**config.mk**
```make
export PLATFORM = sky130hd
export DESIGN_NAME = uart_tx_arb_flat
export DESIGN_NICKNAME = d
export VERILOG_FILES = /design/src/rtl/uart_tx_arb_if.sv /design/src/rtl/uart_tx_arb.sv /design/src/flat_wrapper.sv
export SDC_FILE = /design/constraint.sdc
export NUM_CORES = 1
export LEC_CHECK = 0
export CAP_MARGIN = 10
export CELL_PAD_IN_SITES_DETAIL_PLACEMENT = 0
export CELL_PAD_IN_SITES_GLOBAL_PLACEMENT = 1
export CORE_MARGIN = 2
export CORE_UTILIZATION = 30
export CTS_CLUSTER_DIAMETER = 100
export DETAILED_ROUTE_END_ITERATION = 8
export PLACE_DENSITY_LB_ADDON = 0.1
export SLEW_MARGIN = 20
export SYNTH_ARGS = -nofsm -noshare
export SYNTH_HDL_FRONTEND = slang
export SYNTH_SLANG_ARGS = --single-unit
```
**constraint.sdc**
```tcl
create_clock -name clk -period 6.1 [get_ports clk]
set_input_delay 1.22 -clock clk [delete_from_list [all_inputs] [get_ports clk]]
set_output_delay 1.22 -clock clk [all_outputs]
set_load 0.05 [all_outputs]
```
**src/rtl/uart_tx_arb_if.sv**
```systemverilog
// Requester-side bundle of the UART TX arbiter: per-requester byte valid,
// end-of-packet flag and byte, plus the arbiter's accept, grant and owner.
// Handshake: a byte from requester i moves when req[i] and ack[i] are both
// high in the same cycle; ack is only ever raised for the current owner.
interface uart_tx_arb_if #(
    parameter int D_W   = 8,
    parameter int N_REQ = 4
);
    localparam int OWN_W = $clog2(N_REQ);

    logic [N_REQ-1:0]     req;
    logic [N_REQ-1:0]     last;
    logic [N_REQ*D_W-1:0] data;
    logic [N_REQ-1:0]     ack;
    logic [N_REQ-1:0]     gnt;
    logic [OWN_W-1:0]     owner;

    // Requesters drive bytes and observe the arbiter's decisions.
    modport master (
        output req, last, data,
        input  ack, gnt, owner
    );

    // The arbiter observes the requesters and drives accept/grant/owner.
    modport slave (
        input  req, last, data,
        output ack, gnt, owner
    );
endinterface

```
**src/rtl/uart_tx_arb.sv**
```systemverilog
// Round-robin packet arbiter feeding a single UART TX FIFO. A requester is
// granted for a whole packet (locked until its last byte is accepted) and
// is dropped with an abort pulse if it stays silent for 2^TMO_W-1 cycles.
module uart_tx_arb #(
    parameter int D_W   = 8,
    parameter int N_REQ = 4,
    parameter int TMO_W = 8
) (
    input  logic               clk,
    input  logic               rst,
    uart_tx_arb_if.slave       bus,
    input  logic               fifo_tx_full,
    output logic               fifo_tx_wr_en,
    output logic [D_W-1:0]     fifo_tx_data_in,
    output logic               busy,
    output logic               abort
);
    localparam int OWN_W = $clog2(N_REQ);
    // Counter value one below the timeout limit: the next silent cycle aborts.
    localparam logic [TMO_W-1:0] TMO_LAST = {{(TMO_W-1){1'b1}}, 1'b0};

    typedef enum logic {IDLE, XFER} state_t;

    state_t           state, state_nxt;
    logic [OWN_W-1:0] owner_q, owner_nxt;
    logic [OWN_W-1:0] rr_ptr, rr_nxt;
    logic [OWN_W-1:0] owner_inc;
    logic [OWN_W-1:0] pick;
    logic [OWN_W:0]   cand;
    logic             found;
    logic [N_REQ-1:0] gnt_q, gnt_nxt;
    logic [TMO_W-1:0] tmo_cnt, tmo_nxt;
    logic             abort_q, abort_nxt;
    logic             accept;

    // Accept is gated by rst so nothing is written or acked during reset.
    assign accept    = rst & (state == XFER) & bus.req[owner_q] & ~fifo_tx_full;
    assign owner_inc = (owner_q == OWN_W'(N_REQ - 1)) ? '0 : owner_q + OWN_W'(1);

    assign bus.ack         = accept ? gnt_q : '0;
    assign bus.gnt         = gnt_q;
    assign bus.owner       = owner_q;
    assign fifo_tx_wr_en   = accept;
    assign fifo_tx_data_in = (state == XFER) ? bus.data[owner_q*D_W +: D_W] : '0;
    assign busy            = (state == XFER);
    assign abort           = abort_q;

    // Round-robin search: first requesting index at or above rr_ptr, wrapping.
    always_comb begin
        pick  = '0;
        found = 1'b0;
        cand  = '0;
        for (int i = 0; i < N_REQ; i++) begin
            cand = {1'b0, rr_ptr} + (OWN_W+1)'(i);
            if (cand >= (OWN_W+1)'(N_REQ)) begin
                cand = cand - (OWN_W+1)'(N_REQ);
            end
            if (!found && bus.req[cand[OWN_W-1:0]]) begin
                pick  = cand[OWN_W-1:0];
                found = 1'b1;
            end
        end
    end

    // Next-state logic: grant in IDLE, packet lock, end-of-packet and timeout in XFER.
    always_comb begin
        state_nxt = state;
        owner_nxt = owner_q;
        gnt_nxt   = gnt_q;
        rr_nxt    = rr_ptr;
        tmo_nxt   = tmo_cnt;
        abort_nxt = 1'b0;
        case (state)
            IDLE: begin
                if (found) begin
                    state_nxt = XFER;
                    owner_nxt = pick;
                    gnt_nxt   = N_REQ'(1) << pick;
                    tmo_nxt   = '0;
                end
            end
            XFER: begin
                if (accept) begin
                    tmo_nxt = '0;
                    if (bus.last[owner_q]) begin
                        state_nxt = IDLE;
                        owner_nxt = '0;
                        gnt_nxt   = '0;
                        rr_nxt    = owner_inc;
                    end
                end else if (!bus.req[owner_q]) begin
                    // A full FIFO with req high is a stall and never counts here.
                    if (tmo_cnt == TMO_LAST) begin
                        abort_nxt = 1'b1;
                        state_nxt = IDLE;
                        owner_nxt = '0;
                        gnt_nxt   = '0;
                        rr_nxt    = owner_inc;
                        tmo_nxt   = '0;
                    end else begin
                        tmo_nxt = tmo_cnt + TMO_W'(1);
                    end
                end
            end
            default: state_nxt = IDLE;
        endcase
    end

    // FSM state register.
    always_ff @(posedge clk) begin
        if (!rst) begin
            state <= IDLE;
        end else begin
            state <= state_nxt;
        end
    end

    // Grant, owner, round-robin pointer, timeout counter and abort pulse.
    always_ff @(posedge clk) begin
        if (!rst) begin
            owner_q <= '0;
            gnt_q   <= '0;
            rr_ptr  <= '0;
            tmo_cnt <= '0;
            abort_q <= 1'b0;
        end else begin
            owner_q <= owner_nxt;
            gnt_q   <= gnt_nxt;
            rr_ptr  <= rr_nxt;
            tmo_cnt <= tmo_nxt;
            abort_q <= abort_nxt;
        end
    end
endmodule

```
**src/flat_wrapper.sv**
```systemverilog
// flat-port wrapper written by rule: the top's interface ports become plain ports
module uart_tx_arb_flat 
#(
    parameter int D_W   = 8,
    parameter int N_REQ = 4,
    parameter int TMO_W = 8
)
  (clk, rst, fifo_tx_full, fifo_tx_wr_en, fifo_tx_data_in, busy, abort, bus_req, bus_last, bus_data, bus_ack, bus_gnt, bus_owner);
  uart_tx_arb_if #(.D_W(D_W), .N_REQ(N_REQ)) bus_i ();
  input  logic clk;
  input  logic rst;
  input  logic fifo_tx_full;
  output logic fifo_tx_wr_en;
  output logic [D_W-1:0] fifo_tx_data_in;
  output logic busy;
  output logic abort;
  input wire logic [$bits(bus_i.req)-1:0] bus_req;
  input wire logic [$bits(bus_i.last)-1:0] bus_last;
  input wire logic [$bits(bus_i.data)-1:0] bus_data;
  output wire logic [$bits(bus_i.ack)-1:0] bus_ack;
  output wire logic [$bits(bus_i.gnt)-1:0] bus_gnt;
  output wire logic [$bits(bus_i.owner)-1:0] bus_owner;
  assign bus_i.req = bus_req;
  assign bus_i.last = bus_last;
  assign bus_i.data = bus_data;
  assign bus_ack = bus_i.ack;
  assign bus_gnt = bus_i.gnt;
  assign bus_owner = bus_i.owner;
  uart_tx_arb #(.D_W(D_W), .N_REQ(N_REQ), .TMO_W(TMO_W)) u_core (.clk(clk), .rst(rst), .bus(bus_i), .fifo_tx_full(fifo_tx_full), .fifo_tx_wr_en(fifo_tx_wr_en), .fifo_tx_data_in(fifo_tx_data_in), .busy(busy), .abort(abort));
endmodule
```
==> impl_metrics.ini <==
[outcome]
status = finished clean

[clocking]
cts_hold_buf = 0
ctsResizeCount = 0
cts.clk_slew.worst_paths_ns = 0.07
cts-root-buf = clkbuf_8
clock-sinks = 18
cts_max_path_buffers = 2
post_cts_buffers = 0
htree_levels = 1
clock_latency_ns = 0.25
numCtsBuffers = 3
cts_tree = built

[synth]
async_flop_share = 0
ys_warn_count = 0
synth_top_area_cell = dfxtp_1
syn-num-nets = 173
seq_area_frac_synth = 0.294
avgSynthCellArea_um2 = 9.64
netlist_area_um2 = 1220
synthCells = 127
yosysTopAreaCellShare = 0.294
ys.flop_type = dfxtp_1
synth.area.top_cells = dfxtp_1 29%, mux4_2 18%, and2_1 4.6%, xnor2_1 4.3%, ha_1 3.1%
synth_edf_count = 0
synth_seq_cells = 18
synth.distinct_cells = 39

[setup_path]
reg2reg_depth = 5
worstPathArrival_ns = 3.34
path_max_fanout = 13
crit_type = in -> out
crit-reg2reg-launch = u_core.bus.owner[0]
critPathCapture = fifo_tx_wr_en
r2r_slack_ns = 3.47
crit_start = rst
cp-start-kind = input port
cp.required_ns = 4.88
cp-end-kind = output pin
crit-reg2reg-capture = u_core.tmo_cnt[6]

[pwr]
power_uw = 326
combPwrFrac = 0.310
pwr-share-seq = 0.396
switching_share = 0.288
powerDensity_nw_per_um2 = 168
p_leak_nw = 0.693
p_clk_frac = 0.295
p_sw_uw = 94.0
peakVddDrop_mv = 0.101
internal-power_uw = 232

[timing]
setup_viol = 0
slew_violations = 0
tightest_slew_ns = 0.767
hold_viol = 0
slew_headroom = 0.488
fmax_mhz = 219
fin_tns_setup_ns = 0
clock_skew_ns = 0.00186
rsz0062_at_grt = false
fin_crit_ns = 4.56
period_share = 0.748

[place]
placed_area_um2 = 1880
finalWeightedCongestion = 0.688
hpwl_um = 2650
io_buffers = 63
place_inst = 233

[grt]
grt_pass1_wl_um = 5460
grt_max_degree = 21
antenna_found_initial = 0
grt_pass1_vias = 1231
grt_overflow = 0
grt.total_usage = 0.154

[cells_and_area]
num_antenna_cells = 0
area.growth.synth_to_final_pct = 58.3
drive_gt1_frac = 0.0963
finish.utilization = 0.488
final_area_um2 = 1940
final_cells = 237
nets = 234

[drt]
drt-total-wl_um = 3450
drc = 0
antenna_left = 0
first_pass_iters = 6
drt-initial-drc-count = 35
vias_per_cell = 5.07
vias = 1202
drt-wirelength-per-cell_um = 14.6

[die]
ios = 64
rows = 23
die_w_um = 67.9
core_um2 = 3970
start_util = 0.308
die_h_um = 67.9
dieArea_um2 = 4610

[worst_hold_path]
hp-class = reg -> reg

[job]
cap_viol_max_count = 0
-- cell families after synthesis --
family | Yosys count | synth area share
AO/OA/AOI/OAI | 19 | 0.118
XOR/XNOR | 7 | 0.0501
adder cells (fa/ha/maj) | 3 | 0.0307
buffers and inverters | 10 | 0.0378
flip-flops | 18 | 0.294
multiplexers | 12 | 0.200
AND/OR/NAND/NOR | 58 | 0.269
-- sequential cells by signal, indices dropped and copies added (netlist names) --
| register | cells |
|---|---|
| u_core.tmo_cnt | 8 |
| u_core.bus.gnt | 4 |
| u_core.bus.owner | 2 |
| u_core.rr_ptr | 2 |
| u_core.abort | 1 |
| u_core.busy | 1 |
-- metal layers --
layer	routed length, um	up-vias	share of wire	global-route usage
met5	0	-	0	0
met4	31	0	0.0090	0.0600
met3	441	6	0.13	0.0395
met2	1490	65	0.43	0.267
met1	1490	539	0.43	0.183
li1	-	592	-	-
-- cells in the mapped netlist, types with 3 or more instances --
cell type  instances
nand3_1            6
o21ai_0            3
inv_1              3
nor2_1             9
a21oi_1            3
and3b_1            3
xnor2_1            6
nor2b_1            3
nor4_1             3
nand2_1            8
and3_1             5
and2_1             9
nor3b_1            3
dfxtp_1           18
clkbuf_1           4
ha_1               3
mux4_2            10
-- how the worst min path moves through the flow --
| stage | to | slack (ns) | cells after the start | startpoint |
|---|---|---|---|---|
| after floorplan | u_core.rr_ptr[0] | 0.45 | 2 | u_core.rr_ptr[0] |
| after global placement | u_core.bus.gnt[2] | 0.47 | 1 | u_core.bus.gnt[2] |
| after detailed placement | u_core.bus.gnt[0] | 0.47 | 1 | u_core.bus.gnt[0] |
| after CTS | u_core.bus.gnt[0] | 0.49 | 1 | u_core.bus.gnt[0] |
| after global routing | u_core.bus.gnt[2] | 0.51 | 1 | u_core.bus.gnt[2] |
| final | u_core.bus.gnt[0] | 0.49 | 1 | u_core.bus.gnt[0] |
-- through the flow --
step           worst slack [ns]  hold WS [ns]
3_5_place_dp               1.54         0.473
4_1_cts                    1.53         0.493
6_report                   1.54         0.486
3_3_place_gp               1.59         0.474
2_1_floorplan              2.76         0.451
5_1_grt                    1.42         0.512
-- power by group through the flow --
stage                     clock network (mW)  registers (mW)  logic (mW)
after CTS                              0.101           0.129       0.102
after global routing                   0.106           0.130       0.108
final                                 0.0961           0.129       0.101
after global placement                     0           0.132      0.0998
after floorplan                            0           0.135      0.0516
after detailed placement                   0           0.132       0.101
-- cells in the final DEF (no fill, tap or decap), types with 3 or more instances in the layout --
cell | Yosys | layout
ha_1 | 3 | 3
nor2b_1 | 3 | 3
and3_1 | 5 | 5
nor3b_1 | 3 | 3
nand3_1 | 6 | 6
and3b_1 | 3 | 3
clkbuf_8 | 0 | 4
and2_1 | 9 | 9
nor4_1 | 3 | 3
a21oi_1 | 3 | 3
nor2_1 | 9 | 9
xnor2_1 | 6 | 6
o21ai_0 | 3 | 3
inv_1 | 3 | 3
dfxtp_1 | 18 | 18
nand2_1 | 8 | 8
clkdlybuf4s50_1 | 0 | 63
mux4_2 | 10 | 10
-- layout make-up --
type	count	area, um^2
inverters	3	11.3
clock buffers	4	55.1
flip-flops and latches	18	360
well taps	50	62.6
fillers	395	2030
multi-input cells	99	817
repair buffers	63	631
-- worst max-delay path: stages --
cell	delay, ns
clkdlybuf4s50_1	0.73
and3b_1	0.33
and2_1	0.21
clkdlybuf4s50_1	0.84
(Power assumes the default switching activity.)
==> RTL change 1, RTL diff (config.mk and constraints unchanged) <==
`N_REQ` is set to 4 in 3 places; all go to 8.
--- a/src/rtl/uart_tx_arb_if.sv
+++ b/src/rtl/uart_tx_arb_if.sv
@@ -5,5 +5,5 @@
 interface uart_tx_arb_if #(
     parameter int D_W   = 8,
-    parameter int N_REQ = 4
+    parameter int N_REQ = 8
 );
     localparam int OWN_W = $clog2(N_REQ);
--- a/src/rtl/uart_tx_arb.sv
+++ b/src/rtl/uart_tx_arb.sv
@@ -4,5 +4,5 @@
 module uart_tx_arb #(
     parameter int D_W   = 8,
-    parameter int N_REQ = 4,
+    parameter int N_REQ = 8,
     parameter int TMO_W = 8
 ) (
--- a/src/flat_wrapper.sv
+++ b/src/flat_wrapper.sv
@@ -3,5 +3,5 @@
 #(
     parameter int D_W   = 8,
-    parameter int N_REQ = 4,
+    parameter int N_REQ = 8,
     parameter int TMO_W = 8
 )
Ports: changed (6 resized); port bits go from 64 to 113. No check against the original RTL was run, so the function may have changed too.
==> RTL change 1 against the original RTL <==
  * Sequential share of layout area decreased by 7.2 points
  * Total power increased by 52%
  * Area after synthesis increased by 140%
  * Sequential cell count increased by 6
  * Worst setup slack got worse by 0.82 ns
  * Final area increased by 120%
  * Wire length increased to 2.5 times the old value
  * Combinational power increased by 130%
  * Critical path type unchanged
  * Critical endpoint is now bus_ack[0]
  * Highest routed layer unchanged
==> RTL change 1: results (changes against the original RTL) <==
[metrics] run status: finished clean
[metrics] Worst Skew: 0.00346 ns (+0.00160 ns)
[metrics] Max rail drop VDD: 80.8 µV (-20%)
[metrics] global-route wire length before repair: 14.3 mm (+160%)
[metrics] detailed router's first-iteration violation count: 112 (+220%)
[metrics] Tightest Pin Transition: 0.757 ns (-0.00968 ns)
[metrics] most numerous cell types in the synthesized netlist: sky130_fd_sc_hd__mux4_2, sky130_fd_sc_hd__mux2i_1, sky130_fd_sc_hd__dfxtp_1
[metrics] fraction of layout cells with a size suffix above 1: 17.4% (+7.8 points)
[metrics] post-synthesis average cell area: 10.1 µm² (+5.3%)
[metrics] most repeated cell in the gate-level netlist after synthesis: sky130_fd_sc_hd__mux4_2
[metrics] pin count of the biggest net entering global routing: 24 (+14%)
[metrics] input/output buffers: 112 (+78%)
[metrics] area of placed instances: 4180 µm² (+120%)
[metrics] net count of the mapped netlist: 384 (+120%)
[metrics] placed wire-length estimate: 7.01 mm (+160%)
[metrics] met2 wire length: 4.46 mm (+200%)
[metrics] final weighted congestion in routability-driven placement: 0.761 (+11%)
[metrics] signal arrival time at the worst endpoint: 4.16 ns (+0.82 ns)
[metrics] post-CTS setup buffer count: 0 (unchanged)
[metrics] filler instances: 963 (+140%)
[metrics] Overall Global Routing Usage: 16.1% (+0.68 points)
[metrics] met1 wire length: 3.43 mm (+130%)
[metrics] switching share of power: 33.5% (+4.6 points)
[metrics] number of search-and-repair iterations in the first detailed-routing pass: 4 (-2)
[metrics] Routed WL per cell: 16.6 µm (+14%)
[metrics] leakage power total: 1.37 nW (+98%)
[metrics] number of nets in the finished design: 481 (+110%)
[metrics] met3 wire length: 636 µm (+44%)
[metrics] post-synthesis cell type count: 65 (+67%)
[metrics] Cell Int Power: 0.000331 W (+42%)
==> RTL change 1: final timing paths <==
path	cells past startpoint	slack [ns]	start	end
min	1	0.49	u_core.bus.gnt[6]	u_core.bus.gnt[6]
min reg2reg	1	0.49	u_core.bus.gnt[6]	u_core.bus.gnt[6]
max reg2reg	10	2.41	u_core.rr_ptr[0]	u_core.bus.gnt[4]
max	7	0.72	bus_req[7]	bus_ack[0]
==> RTL change 1: logic make-up (layout without fill, tap and decap cells) <==
| kind of cell | after synthesis | in the layout | synth area share (%) |
|---|---|---|---|
| mux | 71 | 71 | 39.4 |
| buf+inv | 36 | 131 | 6.27 |
| compound gates | 55 | 55 | 15.1 |
| flops | 24 | 24 | 16.1 |
| fa+ha+maj | 6 | 6 | 2.51 |
| xor+xnor | 8 | 8 | 3.22 |
| simple gates | 95 | 95 | 17.5 |
==> RTL change 1: final cells by class <==
cell class | instances | area (µm²) | area share, %
Inverter | 10 | 40.0 | 0.949
Timing Repair Buffer | 118 | 1170 | 27.6
Clock buffer | 3 | 41.3 | 0.979
Tap cell | 133 | 166 | 3.95
Multi-Input combinational cell | 235 | 2320 | 55.1
Sequential cell | 24 | 480 | 11.4
==> RTL change 1: critical path: stages <==
cell                              delay (ns)
sky130_fd_sc_hd__clkdlybuf4s50_1        0.70
sky130_fd_sc_hd__mux4_2                 0.30
sky130_fd_sc_hd__mux2_2                 0.18
sky130_fd_sc_hd__nand2_1                0.11
sky130_fd_sc_hd__nor3b_2                0.61
sky130_fd_sc_hd__and2_1                 0.22
sky130_fd_sc_hd__clkdlybuf4s50_1        0.80
==> RTL change 1: metal layers <==
layer  vias to the layer above  track usage [%]
li1                       1327                -
met1                      1292             19.3
met2                       110             28.8
met3                        10             4.45
met4                         0             3.38
met5                         -                0
==> RTL change 2, RTL diff (config.mk and constraints unchanged) <==
Made on the original files. Reset style: asynchronous (`rst`), changed in 2 clocked blocks.
--- a/src/rtl/uart_tx_arb.sv
+++ b/src/rtl/uart_tx_arb.sv
@@ -108,5 +108,5 @@
 
     // FSM state register.
-    always_ff @(posedge clk) begin
+    always_ff @(posedge clk or negedge rst) begin
         if (!rst) begin
             state <= IDLE;
@@ -117,5 +117,5 @@
 
     // Grant, owner, round-robin pointer, timeout counter and abort pulse.
-    always_ff @(posedge clk) begin
+    always_ff @(posedge clk or negedge rst) begin
         if (!rst) begin
             owner_q <= '0;
Formal check against the unedited RTL: differs if rst is asserted again (counterexample within 4 cycles, from zero or initial values and one cycle with rst low); with rst held inactive, the same outputs for 10 cycles.
==> RTL change 2 against the original RTL <==
  * Final area grew 9.9%
  * Area after synthesis increased by 15%
  * Wire length grew 23%
  * Maximum frequency down 4.1%
  * Global-route usage increased by 1.4 points
  * Die area rose by 14%
  * Sequential cell count stayed put
  * Utilization is 0.85 points lower
  * Worst setup slack lost 0.20 ns
  * Highest routed layer unchanged
Power is not compared: it rests on default switching activity, and its combinational part moved more than twofold at a synthesized area within 25%.
==> RTL change 2: results (changes against the original RTL) <==
[metrics] Critical R2R Capture: u_core.tmo_cnt[5]
[metrics] met2 wire length: 2.19 mm (+47%)
[metrics] post-synthesis average cell area: 10.0 µm² (+4.1%)
[metrics] ys async rst share: 100% (+100 points)
[metrics] source of the worst hold timing path: u_core.bus.gnt[1]
[metrics] launching element of the worst setup path: bus_req[3]
[metrics] Pwr Total: 0.000953 W
[metrics] fraction of layout cells with a size suffix above 1: 11.4% (+1.8 points)
[metrics] pin count of the biggest net entering global routing: 22 (+4.8%)
[metrics] Overall Global Routing Usage: 16.9% (+1.4 points)
[metrics] most numerous cell types in the synthesized netlist: sky130_fd_sc_hd__dfrtp_1, sky130_fd_sc_hd__and2_1, sky130_fd_sc_hd__mux4_2
[metrics] number of search-and-repair iterations in the first detailed-routing pass: 4 (-2)
[metrics] Hold Path End: u_core.bus.gnt[1]
[metrics] placed wire-length estimate: 3.31 mm (+25%)
[metrics] commonest register cell after synthesis: sky130_fd_sc_hd__dfrtp_1
[metrics] via density per instance: 5.43 (+7.0%)
[metrics] met1 wire length: 1.83 mm (+23%)
[metrics] area share of xor/xnor cells in the synthesized design: 0% (-5.0 points)
[metrics] post-synthesis cell type count: 43 (+10%)
[metrics] Worst Skew: 0.00492 ns (+0.00307 ns)
[metrics] multiplexer fraction of the synthesized cell area: 17.4% (-2.7 points)
[metrics] detailed router's first-iteration violation count: 42 (+20%)
[metrics] net count of the mapped netlist: 186 (+7.5%)
[metrics] run status: finished clean
[metrics] adder-cell share of the synthesized area: 2.67% (-0.39 points)
[metrics] Tightest Pin Transition: 0.753 ns (-0.0136 ns)
[metrics] reg-to-reg setup timing slack: 3.51 ns (+0.04 ns)
[metrics] beginning of the worst register-to-register path: u_core.bus.owner[0]
[metrics] signal arrival time at the worst endpoint: 3.54 ns (+0.20 ns)
[metrics] global-route wire length before repair: 6.95 mm (+27%)
[metrics] worst hold slack: 0.519 ns (+0.0328 ns)
[metrics] final weighted congestion in routability-driven placement: 0.760 (+11%)
[metrics] detailed-route via count: 1378 (+15%)
[metrics] Placed Instances: 250 (+7.3%)
RTL change 2: critical path: stages:
cell and delay, ns:
sky130_fd_sc_hd__clkdlybuf4s50_1 0.49, sky130_fd_sc_hd__mux4_2 0.66, sky130_fd_sc_hd__and3_1 0.29, sky130_fd_sc_hd__and2_1 0.17, sky130_fd_sc_hd__clkdlybuf4s50_1 0.69
RTL change 2: metrics by stage:
stage	setup WS (ns)	cell area, µm²
5_1_grt	1.25	2130
3_3_place_gp	1.39	2070
3_5_place_dp	1.36	2070
6_report	1.34	2130
4_1_cts	1.35	2130
2_1_floorplan	2.22	1400
RTL change 2: how the worst max path moves through the flow:
stage / endpoint / slack [ns] / depth (start not counted)
5_1_grt: bus_ack[3] / 1.25 / 5
6_report: bus_ack[3] / 1.34 / 5
2_1_floorplan: bus_ack[0] / 2.22 / 4
3_5_place_dp: bus_ack[3] / 1.36 / 5
3_3_place_gp: bus_ack[1] / 1.39 / 5
4_1_cts: bus_ack[3] / 1.35 / 5
RTL change 2: routing by layer:
metal / vias to the layer above / track usage [%]
met5: - / 0
met4: 0 / 3.70
met3: 9 / 4.17
met2: 33 / 30.2
met1: 668 / 20.5
li1: 668 / -
RTL change 2: logic make-up after synthesis:
logic type,count (synthesis)
muxes,13
DFF,18
and+or+nand+nor,63
buffers and inverters,10
adders and majority gates,3
AOI/OAI and AO/OA,33
RTL change 2: cell type report:
type	count	area, µm²
clock buffers	4	55.1
flip-flops and latches	18	450
well taps	52	65.1
inverters	4	15.0
multi-input cells	112	906
fillers	439	2310
repair buffers	64	638
